===== config.mk =====
export PLATFORM = sky130hd
export DESIGN_NAME = spm_bank_arbiter_flat
export DESIGN_NICKNAME = d
export VERILOG_FILES = /design/src/rtl/spm_bank_arbiter_if.sv /design/src/rtl/spm_bank_arbiter.sv /design/src/flat_wrapper.sv
export SDC_FILE = /design/constraint.sdc
export NUM_CORES = 1
export LEC_CHECK = 0
export BUFFER_PORTS_ARGS = -buffer_cell sky130_fd_sc_hd__buf_2
export CORE_MARGIN = 2
export CORE_UTILIZATION = 40
export CTS_BUF_LIST = sky130_fd_sc_hd__clkbuf_8
export DETAILED_ROUTE_END_ITERATION = 10
export PLACE_DENSITY = 0.75
export SLEW_MARGIN = 40
export SYNTH_ARGS = -nofsm -noshare
export SYNTH_HDL_FRONTEND = slang
export SYNTH_SLANG_ARGS = --single-unit

===== constraint.sdc =====
create_clock -name clk -period 4.1 [get_ports clk]
set_clock_uncertainty 0.2 [all_clocks]
set_input_delay 0.615 -clock clk [delete_from_list [all_inputs] [get_ports clk]]
set_output_delay 0.615 -clock clk [all_outputs]
set_load 0.1 [all_outputs]

===== src/rtl/spm_bank_arbiter_if.sv =====
// Bus bundle between the scratchpad bank arbiter, its requesters and the SRAM bank.
// The arbiter connects through the slave modport; the environment uses master.
interface spm_bank_arbiter_if #(
  parameter int NREQ = 2,
  parameter int AW   = 9,
  parameter int DW   = 32
);
  logic [NREQ-1:0]    req_ren;
  logic [NREQ-1:0]    req_wen;
  logic [NREQ-1:0]    req_lock;
  logic [NREQ*AW-1:0] req_addr;
  logic [NREQ*DW-1:0] req_wdata;
  logic [NREQ-1:0]    req_gnt;
  logic [NREQ-1:0]    req_rvalid;
  logic [DW-1:0]      req_rdata;
  logic               bank_ren;
  logic               bank_wen;
  logic [AW-1:0]      bank_addr;
  logic [DW-1:0]      bank_wdata;
  logic [DW-1:0]      bank_rdata;
  logic               bank_rvalid;
  logic               err_orphan;

  modport master (
    output req_ren, req_wen, req_lock, req_addr, req_wdata,
    input  req_gnt, req_rvalid, req_rdata,
    input  bank_ren, bank_wen, bank_addr, bank_wdata,
    output bank_rdata, bank_rvalid,
    input  err_orphan
  );

  modport slave (
    input  req_ren, req_wen, req_lock, req_addr, req_wdata,
    output req_gnt, req_rvalid, req_rdata,
    output bank_ren, bank_wen, bank_addr, bank_wdata,
    input  bank_rdata, bank_rvalid,
    output err_orphan
  );
endinterface


===== src/rtl/spm_bank_arbiter.sv =====
// Round-robin arbiter sharing one scratchpad SRAM bank port among NREQ requesters.
// Grants are combinational; a registered read tag routes the bank's one-cycle-late
// response back to the requester that issued the read. Locked bursts keep
// ownership up to MAX_BURST consecutive grants while others are waiting.
module spm_bank_arbiter #(
  parameter int NREQ      = 2,
  parameter int AW        = 9,
  parameter int DW        = 32,
  parameter int MAX_BURST = 16
) (
  input logic             clk,
  input logic             rst_n,
  spm_bank_arbiter_if.slave bus
);
  localparam int          IW  = (NREQ > 1) ? $clog2(NREQ) : 1;
  localparam logic [7:0]  CAP = 8'(MAX_BURST);

  // One-hot decode of a requester index.
  function automatic logic [NREQ-1:0] onehot(input logic [IW-1:0] idx);
    logic [NREQ-1:0] v;
    for (int i = 0; i < NREQ; i++) begin
      v[i] = (idx == IW'(i));
    end
    return v;
  endfunction

  logic [IW-1:0]   last_r;
  logic [IW-1:0]   owner_r;
  logic            owner_locked_r;
  logic [7:0]      burst_cnt_r;
  logic            tag_valid_r;
  logic [IW-1:0]   tag_idx_r;
  logic [AW-1:0]   addr_hold_r;
  logic [DW-1:0]   wdata_hold_r;

  logic [NREQ-1:0] req_s;
  logic            rr_found_s;
  logic [IW-1:0]   rr_idx_s;
  logic            others_s;
  logic            cap_hit_s;
  logic            lock_win_s;
  logic [IW-1:0]   gnt_idx_s;
  logic [NREQ-1:0] gnt_oh_s;
  logic            gnt_any_s;
  logic            gnt_rd_s;
  logic            gnt_wr_s;
  logic            gnt_lock_s;
  logic [AW-1:0]   gnt_addr_s;
  logic [DW-1:0]   gnt_wdata_s;
  logic            locked_nxt_s;
  logic [IW-1:0]   owner_nxt_s;
  logic [7:0]      cnt_nxt_s;

  assign req_s = bus.req_ren | bus.req_wen;

  // Round-robin search: first requester after the most recent grant wins.
  always_comb begin
    rr_found_s = 1'b0;
    rr_idx_s   = last_r;
    for (int off = 1; off <= NREQ; off++) begin
      rr_idx_s   = (!rr_found_s && (|(req_s & onehot(IW'((int'(last_r) + off) % NREQ)))))
                   ? IW'((int'(last_r) + off) % NREQ) : rr_idx_s;
      rr_found_s = rr_found_s || (|(req_s & onehot(IW'((int'(last_r) + off) % NREQ))));
    end
  end

  // Lock override, burst cap and selection of the granted requester's fields.
  always_comb begin
    others_s    = |(req_s & ~onehot(owner_r));
    cap_hit_s   = (burst_cnt_r == CAP) && others_s;
    lock_win_s  = owner_locked_r && (|(req_s & onehot(owner_r))) && !cap_hit_s;
    gnt_idx_s   = lock_win_s ? owner_r : rr_idx_s;
    gnt_any_s   = rst_n && (lock_win_s || rr_found_s);
    gnt_oh_s    = gnt_any_s ? onehot(gnt_idx_s) : '0;
    gnt_wr_s    = |(gnt_oh_s & bus.req_wen);
    gnt_rd_s    = (|(gnt_oh_s & bus.req_ren)) && !gnt_wr_s;
    gnt_lock_s  = |(gnt_oh_s & bus.req_lock);
    gnt_addr_s  = addr_hold_r;
    gnt_wdata_s = wdata_hold_r;
    for (int i = 0; i < NREQ; i++) begin
      gnt_addr_s  = (gnt_idx_s == IW'(i)) ? bus.req_addr[i*AW +: AW]  : gnt_addr_s;
      gnt_wdata_s = (gnt_idx_s == IW'(i)) ? bus.req_wdata[i*DW +: DW] : gnt_wdata_s;
    end
  end

  // Next lock/burst state: continue, start a new owner, or release.
  always_comb begin
    locked_nxt_s = 1'b0;
    owner_nxt_s  = owner_r;
    cnt_nxt_s    = 8'd0;
    if (gnt_any_s && gnt_lock_s) begin
      locked_nxt_s = 1'b1;
      owner_nxt_s  = gnt_idx_s;
      if (lock_win_s) begin
        cnt_nxt_s = (burst_cnt_r >= CAP) ? CAP : (burst_cnt_r + 8'd1);
      end else begin
        cnt_nxt_s = 8'd1;
      end
    end else begin
      locked_nxt_s = 1'b0;
      owner_nxt_s  = owner_r;
      cnt_nxt_s    = 8'd0;
    end
  end

  // Requester and bank outputs; response routing is gated off during reset.
  always_comb begin
    bus.req_gnt    = gnt_oh_s;
    bus.bank_ren   = gnt_rd_s;
    bus.bank_wen   = gnt_wr_s;
    bus.bank_addr  = gnt_any_s ? gnt_addr_s  : addr_hold_r;
    bus.bank_wdata = gnt_any_s ? gnt_wdata_s : wdata_hold_r;
    bus.req_rdata  = bus.bank_rdata;
    bus.err_orphan = rst_n && bus.bank_rvalid && !tag_valid_r;
    if (rst_n && bus.bank_rvalid && tag_valid_r) begin
      bus.req_rvalid = onehot(tag_idx_r);
    end else begin
      bus.req_rvalid = '0;
    end
  end

  // State registers: round-robin pointer, lock/burst, read tag, held bank fields.
  always_ff @(posedge clk) begin
    if (!rst_n) begin
      last_r         <= IW'(NREQ - 1);
      owner_r        <= '0;
      owner_locked_r <= 1'b0;
      burst_cnt_r    <= 8'd0;
      tag_valid_r    <= 1'b0;
      tag_idx_r      <= '0;
      addr_hold_r    <= '0;
      wdata_hold_r   <= '0;
    end else begin
      if (gnt_any_s) begin
        last_r       <= gnt_idx_s;
        addr_hold_r  <= gnt_addr_s;
        wdata_hold_r <= gnt_wdata_s;
      end
      owner_r        <= owner_nxt_s;
      owner_locked_r <= locked_nxt_s;
      burst_cnt_r    <= cnt_nxt_s;
      tag_valid_r    <= gnt_rd_s;
      tag_idx_r      <= gnt_idx_s;
    end
  end
endmodule


===== src/flat_wrapper.sv =====
// flat-port wrapper written by rule: the top's interface ports become plain ports
module spm_bank_arbiter_flat 
#(
  parameter int NREQ      = 2,
  parameter int AW        = 9,
  parameter int DW        = 32,
  parameter int MAX_BURST = 16
)
  (clk, rst_n, bus_req_ren, bus_req_wen, bus_req_lock, bus_req_addr, bus_req_wdata, bus_req_gnt, bus_req_rvalid, bus_req_rdata, bus_bank_ren, bus_bank_wen, bus_bank_addr, bus_bank_wdata, bus_bank_rdata, bus_bank_rvalid, bus_err_orphan);
  spm_bank_arbiter_if #(.NREQ(NREQ), .AW(AW), .DW(DW)) bus_i ();
  input logic clk;
  input logic rst_n;
  input wire logic [$bits(bus_i.req_ren)-1:0] bus_req_ren;
  input wire logic [$bits(bus_i.req_wen)-1:0] bus_req_wen;
  input wire logic [$bits(bus_i.req_lock)-1:0] bus_req_lock;
  input wire logic [$bits(bus_i.req_addr)-1:0] bus_req_addr;
  input wire logic [$bits(bus_i.req_wdata)-1:0] bus_req_wdata;
  output wire logic [$bits(bus_i.req_gnt)-1:0] bus_req_gnt;
  output wire logic [$bits(bus_i.req_rvalid)-1:0] bus_req_rvalid;
  output wire logic [$bits(bus_i.req_rdata)-1:0] bus_req_rdata;
  output wire logic [$bits(bus_i.bank_ren)-1:0] bus_bank_ren;
  output wire logic [$bits(bus_i.bank_wen)-1:0] bus_bank_wen;
  output wire logic [$bits(bus_i.bank_addr)-1:0] bus_bank_addr;
  output wire logic [$bits(bus_i.bank_wdata)-1:0] bus_bank_wdata;
  input wire logic [$bits(bus_i.bank_rdata)-1:0] bus_bank_rdata;
  input wire logic [$bits(bus_i.bank_rvalid)-1:0] bus_bank_rvalid;
  output wire logic [$bits(bus_i.err_orphan)-1:0] bus_err_orphan;
  assign bus_i.req_ren = bus_req_ren;
  assign bus_i.req_wen = bus_req_wen;
  assign bus_i.req_lock = bus_req_lock;
  assign bus_i.req_addr = bus_req_addr;
  assign bus_i.req_wdata = bus_req_wdata;
  assign bus_req_gnt = bus_i.req_gnt;
  assign bus_req_rvalid = bus_i.req_rvalid;
  assign bus_req_rdata = bus_i.req_rdata;
  assign bus_bank_ren = bus_i.bank_ren;
  assign bus_bank_wen = bus_i.bank_wen;
  assign bus_bank_addr = bus_i.bank_addr;
  assign bus_bank_wdata = bus_i.bank_wdata;
  assign bus_i.bank_rdata = bus_bank_rdata;
  assign bus_i.bank_rvalid = bus_bank_rvalid;
  assign bus_err_orphan = bus_i.err_orphan;
  spm_bank_arbiter #(.NREQ(NREQ), .AW(AW), .DW(DW), .MAX_BURST(MAX_BURST)) u_core (.clk(clk), .rst_n(rst_n), .bus(bus_i));
endmodule

Word-level counts from Yosys, hierarchy flattened --
Cells that the tools add are included.
Word-level totals: register bits after elaboration 54, input port bits 123, word-level logic and storage cells 70
Operators by class: add/sub/neg operators 3, magnitude comparators 1, eq/ne operators 1, mux-type cells 12, bitwise operators 17, reduce and logical (&&, ||, !) cells 26
Operator list (number):
- $mux W32 | 2
- $mux W9 | 2
- $and A2 B2 Y2 | 7
- $reduce_or A2 Y1 | 7
- $logic_and A1 B1 Y1 | 10
- $add A8 B1 Y8 const B | 1
- $eq A8 B5 Y1 const B | 1
- $ge A8 B5 Y1 const B | 1
- $not A1 Y1 | 8
- $mux W1 | 5
- $mux W5 | 1
- $logic_not A1 Y1 | 4
- $mux W2 | 2
- $reduce_or A4 Y1 | 1
- $reduce_and A3 Y1 | 1
- $add A1 B1 Y1 const B | 2
- $logic_or A1 B1 Y1 | 2
- $not A2 Y2 | 1
- $or A2 B2 Y2 | 1
- $reduce_and A2 Y1 | 1

Depth between registers and ports, before layout --
Gate-level depths: netlist of the first run.
depth after elaboration 15, mapped depth 9

Worst setup path before layout of the first run --
No wires, ideal clock.
kind register to output, start reg u_core.burst_cnt_r[5], end out bus_bank_ren, data arrival time 3.902 ns, path slack -0.617 ns, cell stages (with the launch flop) 9, path buffers 3, path through dfxtp_1 -> or3_1 -> buf_2 -> o2111ai_2 -> o221ai_2 -> or2_1 -> buf_2 -> buf_6 -> o32ai_1
On the way: word-level cells in the longest chain between the ends 11, elaborated cells between the ends (all ways) 15
Ends and longest elaborated chain:
- from (decl) | line spm_bank_arbiter.sv:30 | logic [7:0] burst_cnt_r;
- from (signal assigned) | line spm_bank_arbiter.sv:141 | burst_cnt_r <= cnt_nxt_s;
- $eq A8 B5 Y1 * | line spm_bank_arbiter.sv:70 | cap_hit_s = (burst_cnt_r == CAP) && others_s;
- $logic_and A1 B1 Y1 * | line spm_bank_arbiter.sv:70
- $logic_not A1 Y1 * | line spm_bank_arbiter.sv:71 | lock_win_s = owner_locked_r && (|(req_s & onehot(owner_r))) && !cap_hit_s;
- $logic_and A1 B1 Y1 * | line spm_bank_arbiter.sv:71
- $mux W1 / $logic_or A1 B1 Y1 (equally long branches) | line spm_bank_arbiter.sv:72, spm_bank_arbiter.sv:73
- $not A1 Y1 / $logic_and A1 B1 Y1 (equally long branches) | line spm_bank_arbiter.sv:22, spm_bank_arbiter.sv:73
- $mux W2 * | line spm_bank_arbiter.sv:74 | gnt_oh_s = gnt_any_s ? onehot(gnt_idx_s) : '0;
- $and A2 B2 Y2 | line spm_bank_arbiter.sv:75 | gnt_wr_s = |(gnt_oh_s & bus.req_wen);
- $reduce_or A2 Y1 | line spm_bank_arbiter.sv:75
- $logic_not A1 Y1 | line spm_bank_arbiter.sv:76 | gnt_rd_s = (|(gnt_oh_s & bus.req_ren)) && !gnt_wr_s;
- $logic_and A1 B1 Y1 * | line spm_bank_arbiter.sv:76
- to (decl) | line flat_wrapper.sv:21 | output wire logic [$bits(bus_i.bank_ren)-1:0] bus_bank_ren;
Mark *: on every way between the ends. The rest lies on a longest branch, timed or not.

Worst setup path in the final report of the first run --
start reg u_core.burst_cnt_r[0], end out bus_bank_ren
Same word-level chain as after synthesis.

==> reports/metrics.cfg, run 1 <==
[run_status]
outcome = finished, final reports clean

[place]
post-place-ws_ns = 0.5735
dp_hpwl_mm = 5.992
placedCellCount = 574
io_buffers = 138
gp_congestion = 0.7671
post_dp_cell_area_mm2 = 0.003899

[clock_network]
cts_buffer_depth = 2
ctsResizeCount = 0
cts-root-buf = clkbuf_8
post_cts.repair.setup_buffers = 0
cts_tree = done
cts_buffers = 5
clkSlewWorstSetupHoldPaths_ns = 0.10
clock-sinks = 54
insertion_delay_ns = 0.30
htreeDepth = 2
ctsHoldBuffers = 0

[sta]
worstMarginPinSlew_ns = 0.7836
finalSetupTns_ns = 0
setup_viol = 0
fin_crit_sh_pct = 93.16
hold_viol_final = 0
period_needed_ns = 3.819
rsz0062_at_grt = no
slew_headroom_pct = 46.64
setup_slack_ns = 0.2806
slew_violations = 0
max_freq_ghz = 0.2618

[synthesis]
ys_seq_elements = 54
yosys.area.top_type = dfxtp_1
yosys_warnings = 0
synth_top_area_share_pct = 32.96
syn_area_per_cell_um2 = 8.518
netlist_instances = 385
synth_cell_types = 36
yosysSeqAreaShare_pct = 32.96
synthFlopType = dfxtp_1
synth_area_leaders = dfxtp_1 33%, o2111a_1 14%, o211a_1 13%, nand2b_1 8.0%, buf_4 7.3%
synth_edf_count = 0
async_flop_share_pct = 0
syn_area_mm2 = 0.003279

[flow_run]
max-cap-violations = 0

[setup_path]
crit_path_top_delay_cell = mux2i_4
cpPeakStageDelay_ns = 0.72
end_kind = output port
worstPathCellList = inv_1, ha_1, nand4bb_1, o21a_1, mux2i_4, nand2_1, o32ai_2, buf_2
r2r_cells = 8
crit_path_max_fanout = 22
cp-start-kind = flip-flop
worstPathArrival_ns = 3.00
crit_type = reg -> out
cp.required_ns = 3.28

[layout]
nets = 601
final_common_cell = buf_2
syn_to_final_growth_pct = 22.24
stdcell_area_mm2 = 0.004009
antenna_cells = 0
fin_util_pct = 49.54
drive_gt1_share_pct = 33.12
fillCellCount = 804
instances_no_fill = 582
layout_common_cells = 134 x buf_2, 54 x dfxtp_1, 51 x nor2_1

[floorplanning]
die_x_um = 94.55
rows = 33
core-area_mm2 = 0.008093
die_y_um = 94.55
boundaryPins = 203
dieArea_mm2 = 0.008939
initial_core_util_pct = 40.52

[route]
ant_nets = 0
dr.pass1.iters = 4
drt_iter0_drc = 94
drcViolationCount = 0
detail_route.wl_per_cell_um = 14.51
finalWirelength_mm = 8.446
avgViaCountPerCell = 5.301
via_count = 3085

[grt]
antenna_found_initial = 0
track_usage_pct = 18.28
grt_remaining_overflow = 0
grt_max_degree = 50
grt_pass1_vias = 2938
grt_pass1_wl_mm = 13.16

[power_and_ir_drop]
powerDensity_mw_per_mm2 = 463.4
power.leakage_nw = 1.986
vdd_drop_max_mv = 0.1762

[worst_hold_path]
min_path_cells = 2
min_path_type = reg -> reg

==> path summary, 6_finish.rpt <==
check | start | endpoint | slack (ns)
setup / recovery | u_core.burst_cnt_r[0]$_SDFF_PN0_ | bus_bank_ren | 0.28
hold / removal | u_core.owner_r$_SDFFE_PN0N_ | u_core.owner_r$_SDFFE_PN0N_ | 0.32
setup reg to reg | u_core.burst_cnt_r[0]$_SDFF_PN0_ | u_core.burst_cnt_r[0]$_SDFF_PN0_ | 1.30
hold reg to reg | u_core.owner_r$_SDFFE_PN0N_ | u_core.owner_r$_SDFFE_PN0N_ | 0.32
==> power by group <==
part           switching [W]  leakage [nW]  internal, W
clock network       0.000175        0.0556     0.000180
registers          0.0000137         0.447     0.000572
logic               0.000694          1.48     0.000222
==> sequential cells by signal, indices dropped and copies added (netlist names) <==
| signal | flops |
|---|---|
| u_core.addr_hold_r | 9 |
| u_core.wdata_hold_r | 32 |
| u_core.owner_locked_r | 1 |
| u_core.last_r | 1 |
| u_core.tag_idx_r | 1 |
| u_core.tag_valid_r | 1 |
| u_core.burst_cnt_r | 8 |
| u_core.owner_r | 1 |
==> synthesized netlist by cell type, drive strengths merged, types with 2 or more instances <==
library cell and n:
inv 9, a21oi 4, nand2 48, or2 3, o211a 41, o2111a 41, ha 2, nor4 2
nand3 3, nor3 3, clkbuf 17, buf 44, nor2 51, nand2b 42, mux2i 3, o32ai 2
dfxtp 54, o21ai 3
==> cell type report <==
cell class | instances | area [um2] | area share [%]
flip-flops and latches | 54 | 1081 | 26.97
inverters | 9 | 33.78 | 0.8427
clock buffers | 5 | 68.82 | 1.717
repair buffers | 143 | 813.3 | 20.29
clock inverters | 3 | 41.29 | 1.030
multi-input cells | 263 | 1839 | 45.88
well taps | 105 | 131.4 | 3.277
==> critical path, delay by kind of cell (launching register included) <==
kind	cells	cell delay [ns]
flops	1	0.40
buf+inv	2	0.53
mux	1	0.72
fa+ha+maj	1	0.20
compound gates	2	0.42
simple gates	2	0.41
==> per-stage QoR <==
stage / power, W / hold WS, ns
after detailed placement: 0.001517 / 0.3068
after CTS: 0.001879 / 0.3231
after floorplan: 0.001469 / 0.2724
after global placement: 0.001506 / 0.3012
after global routing: 0.001944 / 0.3560
final: 0.001858 / 0.3235
==> layer usage <==
layer	share of wire, %	vias to the layer above	GRT usage (%)	wire [um]
li1	-	1534	-	-
met1	40	1414	19.70	3380
met2	51	99	34.58	4339
met3	5.5	38	2.713	464
met4	3.1	0	8.937	263
met5	0	-	0	0
==> kinds of logic (layout without fill, tap and decap cells) <==
group,Yosys count,in the layout,share of synthesized area [%]
compound gates,99,99,30.71
xor+xnor,2,2,0.5342
fa+ha+maj,2,2,0.7629
buf+inv,70,160,12.25
flops,54,54,32.96
mux,3,3,0.9157
other cells,1,3,0.1144
simple gates,154,154,21.75
(Power assumes the default switching activity.)
==> run 2: changes to the inputs <==
==> constraint.sdc (replaced) <==
create_clock -name clk -period 4.1 [get_ports clk]
set_clock_uncertainty 0.2 [all_clocks]
set_input_delay 0.615 -clock clk [delete_from_list [all_inputs] [get_ports clk]]
set_output_delay 0.615 -clock clk [all_outputs]
set_load 0.01 [all_outputs]
==> run 2 against run 1 <==
Effect of this change:
- worst hold slack improved by 0.00051 ns
- fmax increased by 14%
- final cell count unchanged
- sequential cell count unchanged
- global-route usage increased by 0.50 points
- setup slack improved by 0.46 ns
- critical endpoint is now bus_bank_wdata[30]
==> reports/metrics.cfg, run 2 (synthesized netlist as in run 1, its figures left out) <==
[floorplanning]
dieArea_mm2 = 0.008939  ; unchanged
die_x_um = 94.55  ; unchanged
die_y_um = 94.55  ; unchanged
initial_core_util_pct = 40.52  ; unchanged
boundaryPins = 203  ; unchanged
core-area_mm2 = 0.008093  ; unchanged
rows = 33  ; unchanged

[power_and_ir_drop]
vdd_drop_max_mv = 0.1365  ; -23%
powerDensity_mw_per_mm2 = 342.0  ; -26%
power.leakage_nw = 1.957  ; -1.5%

[worst_hold_path]
hold_end = u_core.burst_cnt_r[4]$_SDFF_PN0_
min_from = u_core.owner_locked_r$_SDFF_PN0_
min_path_cells = 2  ; unchanged
min_path_type = reg -> reg

[setup_path]
crit_type = reg -> out
cp-start-kind = flip-flop
r2r_cells = 8  ; unchanged
cp.required_ns = 3.28  ; about the same
end_kind = output port
r2r_end = u_core.burst_cnt_r[4]$_SDFF_PN0_
crit_path_max_fanout = 20  ; -9.1%
rrSetupSlack_ns = 1.44  ; +0.14 ns
regToRegStartpoint = u_core.burst_cnt_r[0]$_SDFF_PN0_
worstPathArrival_ns = 2.55  ; -0.45 ns

[sta]
hold_viol_final = 0  ; unchanged
slew_headroom_pct = 51.61  ; +5.0 points
setup_slack_ns = 0.7370  ; +0.4564 ns
finalSetupTns_ns = 0  ; unchanged
max_freq_ghz = 0.2974  ; +14%
fin_crit_sh_pct = 82.03  ; -11 points
slew_violations = 0  ; unchanged
rsz0062_at_grt = no
worstMarginPinSlew_ns = 0.7258  ; -0.05782 ns
period_needed_ns = 3.363  ; -0.4564 ns
setup_viol = 0  ; unchanged

[layout]
fillCellCount = 807  ; +0.37%
stdcell_area_mm2 = 0.003914  ; -2.4%
final_common_cell = buf_2
reg_top3 = u_core.wdata_hold_r x32, u_core.addr_hold_r x9, u_core.burst_cnt_r x8
drive_gt1_share_pct = 32.91  ; -0.21 points
fin_util_pct = 48.36  ; -1.2 points
ff_latch_area_mm2 = 0.001081  ; unchanged
antenna_cells = 0  ; unchanged
largest_reg_flops = 32  ; unchanged
layout_common_cells = 138 x buf_2, 54 x dfxtp_1, 51 x nor2_1
nets = 601  ; unchanged
syn_to_final_growth_pct = 19.34
instances_no_fill = 582  ; unchanged
multiInputGateArea_mm2 = 0.001832  ; -0.41%
top_register = u_core.wdata_hold_r

[place]
dp_hpwl_mm = 5.965  ; -0.44%
post-place-ws_ns = 0.6212  ; +0.04768 ns
placedCellCount = 573  ; -0.17%
io_buffers = 138  ; unchanged
gp_congestion = 0.7667  ; about the same
post_dp_cell_area_mm2 = 0.003811  ; -2.2%

[route]
drt_iter0_drc = 100  ; +6.4%
dr_wl_met2_mm = 4.373  ; +0.78%
detail_route.wl_per_cell_um = 14.96  ; +3.1%
avgViaCountPerCell = 5.435  ; +2.5%
finalWirelength_mm = 8.706  ; +3.1%
wirelength_met1_mm = 3.645  ; +7.8%
drcViolationCount = 0  ; unchanged
dr.pass1.iters = 4  ; unchanged
met3_length_um = 514  ; +11%
ant_nets = 0  ; unchanged
via_count = 3163  ; +2.5%
routed.top_layer = met4

[clock_network]
cts_buffers = 5  ; unchanged
clkSlewWorstSetupHoldPaths_ns = 0.09  ; about the same
ctsHoldBuffers = 0  ; unchanged
ctsResizeCount = 0  ; unchanged
cts_buffer_depth = 2  ; unchanged
post_cts.repair.setup_buffers = 0  ; unchanged
cts_tree = done
insertion_delay_ns = 0.29  ; about the same
htreeDepth = 2  ; unchanged
cts-root-buf = clkbuf_8
clock-sinks = 54  ; unchanged

[grt]
grt_max_degree = 50  ; unchanged
grt_pass1_vias = 2999  ; +2.1%
track_usage_pct = 18.78  ; +0.50 points
antenna_found_initial = 0  ; unchanged
grt_remaining_overflow = 0  ; unchanged
grt_pass1_wl_mm = 13.45  ; +2.2%

[run_status]
outcome = finished, final reports clean

[flow_run]
max-cap-violations = 0  ; unchanged

## run 2: where the power goes
group	internal [W]	switching (W)
Sequential	0.000572	0.0000134
Clock	0.000134	0.000168
Combinational	0.000202	0.000249
## run 2: how the worst max path moves through the flow
stage	startpoint	endpoint
CTS	u_core.burst_cnt_r[0]$_SDFF_PN0_	bus_bank_wdata[22]
global route	u_core.burst_cnt_r[0]$_SDFF_PN0_	bus_bank_addr[0]
global placement	u_core.burst_cnt_r[0]$_SDFF_PN0_	bus_bank_wdata[22]
finish	u_core.burst_cnt_r[0]$_SDFF_PN0_	bus_bank_wdata[30]
detailed placement	bus_req_wen[1]	bus_bank_wdata[22]
floorplan	u_core.burst_cnt_r[5]$_SDFF_PP0_	bus_bank_ren
## run 2: final cells by class
class                   instances  share of cell area, %
clock inverters                 2                 0.2238
repair buffers                143                  19.02
multi-input cells             263                  46.80
clock buffers                   6                  2.110
inverters                       9                 0.8632
flip-flops and latches         54                  27.62
well taps                     105                  3.357
## run 2: per-layer routing
layer	track usage (%)	up-vias
met5	0	-
met2	36.37	104
met4	7.850	0
met3	2.314	16
li1	-	1529
met1	20.39	1514
## run 2: critical path, stage by stage (launching register included)
cell and delay [ns]:
dfxtp_1 0.38, inv_1 0.06, ha_1 0.18, nand4bb_1 0.19, o21a_1 0.27, mux2i_4 0.43
buf_4 0.33, nand2_1 0.11, o211a_1 0.15, buf_2 0.14
## run 2: metrics by stage
step                      hold slack (ns)  total power (W)
after floorplan                    0.2724        0.0009092
after global placement             0.2957         0.001032
after detailed placement           0.3111         0.001044
after CTS                          0.3201         0.001353
after global routing               0.3600         0.001426
final                              0.3240         0.001338
